<file path="config.mk">
export PLATFORM = sky130hd
export DESIGN_NAME = trng_sampler
export DESIGN_NICKNAME = d
export VERILOG_FILES = /design/src/rtl/trng_sampler.sv
export SDC_FILE = /design/constraint.sdc
export NUM_CORES = 1
export LEC_CHECK = 0
export ABC_AREA = 1
export CORE_MARGIN = 10
export CORE_UTILIZATION = 57
export DETAILED_ROUTE_END_ITERATION = 16
export HOLD_SLACK_MARGIN = 0.1
export PLACE_DENSITY = 0.84
export SETUP_SLACK_MARGIN = 0.2
export SYNTH_ARGS = -nofsm -noshare
export SYNTH_HDL_FRONTEND = slang
export SYNTH_SLANG_ARGS = --single-unit
</file>
<file path="constraint.sdc">
create_clock -name clk -period 1.9 [get_ports clk]
set_input_delay 0.285 -clock clk [delete_from_list [all_inputs] [get_ports clk]]
set_output_delay 0.285 -clock clk [all_outputs]
set_load 0.03 [all_outputs]
</file>
<file path="src/rtl/trng_sampler.sv">
// Ring-oscillator entropy sampler: synchronizes the raw bit, debiases it with a
// von Neumann extractor, packs bytes onto a valid/ready port and runs a repetition-count test.
module trng_sampler #(
   parameter int DIV       = 4,
   parameter int REP_LIMIT = 32
) (
   input  logic       clk,
   input  logic       rst,
   input  logic       en,
   input  logic       rnd_in,
   output logic [7:0] byte_out,
   output logic       byte_valid,
   input  logic       byte_ready,
   output logic       fault
);

   localparam int DW = (DIV > 1) ? $clog2(DIV) : 1;
   localparam int RW = $clog2(REP_LIMIT + 1);
   localparam logic [DW-1:0] DIV_LAST = DW'(DIV - 1);
   localparam logic [RW-1:0] REP_MAX  = RW'(REP_LIMIT);
   localparam logic [RW-1:0] REP_ONE  = RW'(1);

   logic          s1_q, s2_q;
   logic [DW-1:0] div_q, div_d;
   logic          half_q, half_d;
   logic          a_q, a_d;
   logic [3:0]    cnt_q, cnt_d;
   logic [7:0]    sh_q, sh_d;
   logic [7:0]    byte_q, byte_d;
   logic          valid_q, valid_d;
   logic [RW-1:0] rep_q, rep_d;
   logic          prev_q, prev_d;
   logic          prev_vld_q, prev_vld_d;
   logic          fault_q, fault_d;

   logic          strobe_s, emit_s, bit_s;
   logic          full_s, free_s, load_s;
   logic [7:0]    packed_s;

   // Sample strobe divider and von Neumann pair extractor
   always_comb begin
      strobe_s = en && (div_q == DIV_LAST);
      div_d    = div_q;
      half_d   = half_q;
      a_d      = a_q;
      emit_s   = 1'b0;
      bit_s    = a_q;
      if (!en) begin
         div_d = '0;
      end else if (strobe_s) begin
         div_d = '0;
      end else begin
         div_d = div_q + DW'(1);
      end
      // Dropping en discards a half-collected pair so later pairs stay aligned
      if (!en) begin
         half_d = 1'b0;
      end else if (strobe_s) begin
         if (!half_q) begin
            a_d    = s2_q;
            half_d = 1'b1;
         end else begin
            half_d = 1'b0;
            emit_s = (a_q != s2_q);
         end
      end else begin
         half_d = half_q;
      end
   end

   // Repetition-count health test on every raw sample
   always_comb begin
      rep_d      = rep_q;
      prev_d     = prev_q;
      prev_vld_d = prev_vld_q;
      if (strobe_s) begin
         prev_d     = s2_q;
         prev_vld_d = 1'b1;
         if (!prev_vld_q || (prev_q != s2_q)) begin
            rep_d = REP_ONE;
         end else if (rep_q == REP_MAX) begin
            rep_d = rep_q;
         end else begin
            rep_d = rep_q + REP_ONE;
         end
      end else begin
         rep_d = rep_q;
      end
      fault_d = fault_q || (rep_d == REP_MAX);
   end

   // Bit packer and output holding register
   always_comb begin
      sh_d     = sh_q;
      cnt_d    = cnt_q;
      byte_d   = byte_q;
      valid_d  = valid_q;
      full_s   = (cnt_q == 4'd8) || (emit_s && (cnt_q == 4'd7));
      packed_s = (cnt_q == 4'd8) ? sh_q : {sh_q[6:0], bit_s};
      free_s   = !valid_q || byte_ready;
      // A trip on this very edge already blocks the load
      load_s   = free_s && full_s && !fault_d;
      if (emit_s && (cnt_q != 4'd8)) begin
         sh_d  = {sh_q[6:0], bit_s};
         cnt_d = cnt_q + 4'd1;
      end else begin
         sh_d  = sh_q;
      end
      if (load_s) begin
         cnt_d   = 4'd0;
         byte_d  = packed_s;
         valid_d = 1'b1;
      end else if (valid_q && byte_ready) begin
         valid_d = 1'b0;
      end else begin
         valid_d = valid_q;
      end
   end

   // State registers, cleared asynchronously by rst
   always_ff @(posedge clk or posedge rst) begin
      if (rst) begin
         s1_q       <= 1'b0;
         s2_q       <= 1'b0;
         div_q      <= '0;
         half_q     <= 1'b0;
         a_q        <= 1'b0;
         cnt_q      <= 4'd0;
         sh_q       <= 8'd0;
         byte_q     <= 8'd0;
         valid_q    <= 1'b0;
         rep_q      <= '0;
         prev_q     <= 1'b0;
         prev_vld_q <= 1'b0;
         fault_q    <= 1'b0;
      end else begin
         s1_q       <= rnd_in;
         s2_q       <= s1_q;
         div_q      <= div_d;
         half_q     <= half_d;
         a_q        <= a_d;
         cnt_q      <= cnt_d;
         sh_q       <= sh_d;
         byte_q     <= byte_d;
         valid_q    <= valid_d;
         rep_q      <= rep_d;
         prev_q     <= prev_d;
         prev_vld_q <= prev_vld_d;
         fault_q    <= fault_d;
      end
   end

   assign byte_out   = byte_q;
   assign byte_valid = valid_q;
   assign fault      = fault_q;

endmodule

</file>
# --- Word-level counts from Yosys, hierarchy flattened ---
# Index checks and enable logic that the tools add are counted.
word_totals:
  ff_bits: 36
  input_bits: 5
  out_inout_bits: 10
  word_cells: 58
classes:
  n_addsub: 3
  n_eq_ne: 9
  muxes: 16
  bitwise: 1
  reduce_logical: 16
ops:
  columns: ["op", "count"]
  rows:
  - ["$mux W6", 3]
  - ["$eq A6 B6 Y1 const B", 2]
  - ["$mux W1", 8]
  - ["$mux W4", 2]
  - ["$mux W8", 1]
  - ["$add A6 B1 Y6 const B", 1]
  - ["$logic_and A1 B1 Y1", 6]
  - ["$add A4 B1 Y4 const B", 1]
  - ["$eq A4 B3 Y1 const B", 1]
  - ["$eq A4 B4 Y1 const B", 1]
  - ["$logic_or A1 B1 Y1", 4]
  - ["$mux W2", 2]
  - ["$ne A4 B4 Y1 const B", 1]
  - ["$reduce_bool A2 Y1", 2]
  - ["$logic_not A1 Y1", 3]
  - ["$reduce_and A3 Y1", 1]
  - ["$add A2 B1 Y2 const B", 1]
  - ["$eq A2 B2 Y1 const B", 1]
  - ["$ne A1 B1 Y1", 2]
  - ["$ne A2 B1 Y1 const B", 1]
  - ["$not A1 Y1", 1]

# --- Longest topological paths before layout ---
logic_depth:
  ltp_word: 9
  mapped_depth: 14
  ltp_nobuf: 13

# --- Worst setup path before layout ---
# Ideal clock, no wire load.
synth_path:
  path_type: "register -> register"
  start: "register div_q[0]"
  end: "register valid_q, in the netlist byte_valid"
  setup_time_ns: 0.121
  arrival_time_ns: 1.623
  required_time_ns: 1.779
  path_slack_ns: 0.156
  path_stages_with_launch: 11
  n_path_buf: 1
  synth_period_minus_slack_ns: 1.744
  path_cell_list: "dfrtp_1 ha_1 nand2_2 clkinv_2 a21oi_1 nand2_1 nor2_4 nand3_4 nand3_2 buf_6 o21ai_1"
synth_between:
  elab_chain_cells: 9
  elab_cells_between_ends: 14
  classes_between: "2 x eq/ne; 4 x mux; 8 x reduce/logical"
synth_rtl:
  columns: ["element", "line_no", "source"]
  rows:
  - ["from (decl)", "24", "logic [DW-1:0] div_q, div_d;"]
  - ["from (signal assigned)", "139", "div_q <= div_d;"]
  - ["$eq A2 B2 Y1 *", "42", "strobe_s = en && (div_q == DIV_LAST);"]
  - ["$logic_and A1 B1 Y1 *", "42", null]
  - ["branches (longest 5 deep; another with $mux W6)", null, null]
  - ["$logic_and A1 B1 Y1 *", "102", "load_s = free_s && full_s && !fault_d;"]
  - ["$mux W1 / $reduce_bool A2 Y1 (equally long branches)", null, null]
  - ["to (signal assigned)", "145", "valid_q <= valid_d;"]
  - ["to (decl)", "30", "logic valid_q, valid_d;"]
# Mark *: on every way between the ends.
# A chain may end at the register's enable or synchronous reset.

# --- Final worst setup path ---
layout_path:
  start: "register rep_q[0]"
  end: "register byte_q[7], in the netlist byte_out[7]"
layout_between:
  elab_chain_cells: 8
  elab_cells_between_ends: 9
  classes_between: "1 x add/sub; 2 x eq/ne; 3 x mux; 3 x reduce/logical"
layout_rtl:
  columns: ["element", "line_no", "source"]
  rows:
  - ["from (decl)", "31", "logic [RW-1:0] rep_q, rep_d;"]
  - ["from (signal assigned)", "146", "rep_q <= rep_d;"]
  - ["$add A6 B1 Y6 / $eq A6 B6 Y1 (equally long branches)", "84, 81", null]
  - ["$mux W6 *", "81", "end else if (rep_q == REP_MAX) begin"]
  - ["$mux W6 *", "79", "if (!prev_vld_q || (prev_q != s2_q)) begin"]
  - ["$mux W6 *", "76", "if (strobe_s) begin"]
  - ["net rep_d[2]", "31", null]
  - ["$eq A6 B6 Y1 *", "89", "fault_d = fault_q || (rep_d == REP_MAX);"]
  - ["$logic_or A1 B1 Y1 *", "89", null]
  - ["$logic_not A1 Y1 *", "102", null]
  - ["$logic_and A1 B1 Y1 *", "102", null]
  - ["to (signal assigned)", "144", "byte_q <= byte_d;"]
  - ["to (decl)", "29", "logic [7:0] byte_q, byte_d;"]
# The timed path passes the listed nets; every way through them passes the cells marked *.

==> flow_summary.toml <==
[yosys]
synthCells = 222
synth_cell_types = 25
avgSynthCellArea_um2 = 8.16
synth_area_leaders = "dfrtp_1 (50%), nand2_1 (15%), inv_1 (6.2%)"
seq_area_frac_synth = 0.498
yosysTopAreaCell = "dfrtp_1"
syn_nets = 232
syn_area_mm2 = 0.00181
ys_warn_count = 0
synth_top_area_frac = 0.498
ys_ff_latch = 36

[timing]
slew_violations = 0
min_period_over_period = 0.950
min_period_ps = 1800
slew_headroom = 0.702
rsz0062_at_grt = "yes"
setup_violations = 0
fin_worst_skew_ps = 16.2
fmax_mhz = 554
tightest_slew_ps = 447
setup_slack_ps = 95.8
finalHoldViolCount = 0
tns_ps = 0

[drt]
routed_via_density = 5.05
drt-total-wl_mm = 4.08
wire_per_inst_um = 13.3
ant_nets = 0
dr.first_iter.drc_count = 110
firstDrtPassIters = 4
vias = 1549
post-route-drc-count = 0

[clock_tree]
clk_pin_slew_ps = 110
cts_tree = "yes"
h-tree-depth = 2
clock-root-buffer = "clkbuf_4"
clock_sinks = 36
cts_buffer_depth = 2
cts_buffers = 5
insertion_delay_ps = 340

[layout]
fin_nets = 272
area_growth_syn_to_layout_pct = 31.2
fin_area_mm2 = 0.00238
drive_gt1_frac = 0.236
fin_cells = 307
antenna_cells = 0

[floorplan]
start_util = 0.593
io_pins = 15
chipWidth_um = 76.4
core-area_mm2 = 0.00305
dieHeight_um = 76.4
rows = 20
die-area_mm2 = 0.00583

[critical_path]
critical_path_class = "reg2reg"
cp.arrival_ps = 2030
cp_max_fo = 8
worst_setup_path_end_kind = "flop"
required_ps = 2120
startpoint_type = "flop"

[power_and_ir_drop]
vdd.ir_drop.worst_mv = 0.751
power_density_mw_per_mm2 = 854
leakage_nw = 1.28

[global_route]
grt_pass1_wl_mm = 6.97
antenna_found_initial = 0
grt-ovfl-total = 0
grt_usage = 0.143
grt_pass1_vias = 1563
grt_max_degree = 37

[placed_design]
place_congestion = 0.876
dp.cells = 286
place_ws_ps = -133
place_area_mm2 = 0.00206
post-dp-hpwl_mm = 2.54
io_buffers = 14

[outcome]
outcome = "finished clean"

[run]
maxCapViolations = 0

[worst_hold_path]
hp-class = "in2async"
-- critical path, cell delays in order, from the launching register on --
cell and delay, ps:
dfrtp_1 430, inv_2 80, ha_2 190, nand3_2 80, nor2_2 130, nor2_2 70, nand3_2 80, nand2_2 70
nor2_4 120, nand3_4 120, buf_6 160, nand4_1 80, nand2_1 80
-- kinds of logic after synthesis --
logic type,share of synthesized area
fa+ha+maj,0.0346
xor+xnor,0.0242
compound gates,0.0767
flops,0.498
simple gates,0.277
buf+inv,0.0898
-- registers in the layout (all words and copies together) (netlist names) --
signal and cells:
byte_out 8, sh_q 8, rep_q 6, cnt_q 4, div_q 2, a_q 1, byte_valid 1, fault 1
half_q 1, prev_q 1, prev_vld_q 1, s1_q 1, s2_q 1
-- report_power, final --
group          switching (mW)  leakage (nW)  internal [mW]
Combinational           0.357         0.782          0.338
Sequential             0.0807         0.467          0.833
Clock                   0.237        0.0326          0.182
-- through the flow --
step / util / hold slack [ps] / power, mW
detailed placement: 0.676 / 345 / 1.32
finish: 0.778 / 331 / 2.03
floorplan: - / 316 / 1.20
CTS: 0.755 / 334 / 1.92
global route: 0.778 / 370 / 2.17
global placement: 0.676 / 335 / 1.31
-- what timing repair did --
action | CTS | global route
endpoints found under the hold margin | 0 | 0
hold buffers | 0 | 0
pin swaps | 6 | 6
buffers inserted | 10 | 2
gates cloned | 1 | 0
endpoints found under the setup margin | 13 | 19
resized for setup | 24 | 13
-- Yosys cell counts (all sizes together) --
library cell	number
xor2	5
a21oi	2
inv	34
nor2	13
clkinv	2
nor3	1
buf	2
o21ai	22
clkbuf	2
ha	5
o21bai	1
dfrtp	36
nand2	72
nand3	15
nand4	10
-- layer usage --
layer  GRT usage  routed length, µm  vias up  share of wire
met5           0                  0        -              0
met4      0.0576                 65        0          0.016
met3      0.0472                155        7          0.038
met2       0.243               2090       29           0.51
met1       0.162               1770      732           0.43
li1            -                  -      781              -
-- area by class of cell --
| type | count | area, µm² |
|---|---|---|
| inverter | 36 | 140 |
| fill | 208 | 677 |
| tap | 44 | 55.1 |
| timing repair buffer | 36 | 352 |
| sequential | 36 | 902 |
| clock buffer | 8 | 58.8 |
| multi-input combinational | 147 | 868 |
-- layout by cell type, fill, tap and decap left out, types with 2 or more instances in the layout --
master and count:
nand2_1 67, dfrtp_1 35, inv_1 29, o21ai_0 20
buf_4 16, nand4_1 10, clkdlybuf4s50_1 8, nand3_2 6
nor2_1 6, nand3_1 6, dlymetal6s2s_1 6, inv_2 5
xor2_1 5, clkbuf_4 5, buf_6 5, nand2_2 4
nor2_4 4, nand3_4 4, nor2_2 3, o21ai_1 2
ha_2 2, ha_1 2, clkbuf_1 2
-- path summary, 6_finish.rpt --
kind | cells past startpoint | endpoint | startpoint | slack, ps
min in group clk | 0 | s2_q | s1_q | 360
min | 3 | sh_q[2] | rst | 330
max | 12 | byte_out[7] | rep_q[0] | 100
max in group asynchronous | 3 | rep_q[1] | rst | 1240
max reg2reg | 12 | byte_out[7] | rep_q[0] | 100
min reg2reg | 0 | s2_q | s1_q | 360
Power figures use the tool's default switching activity.
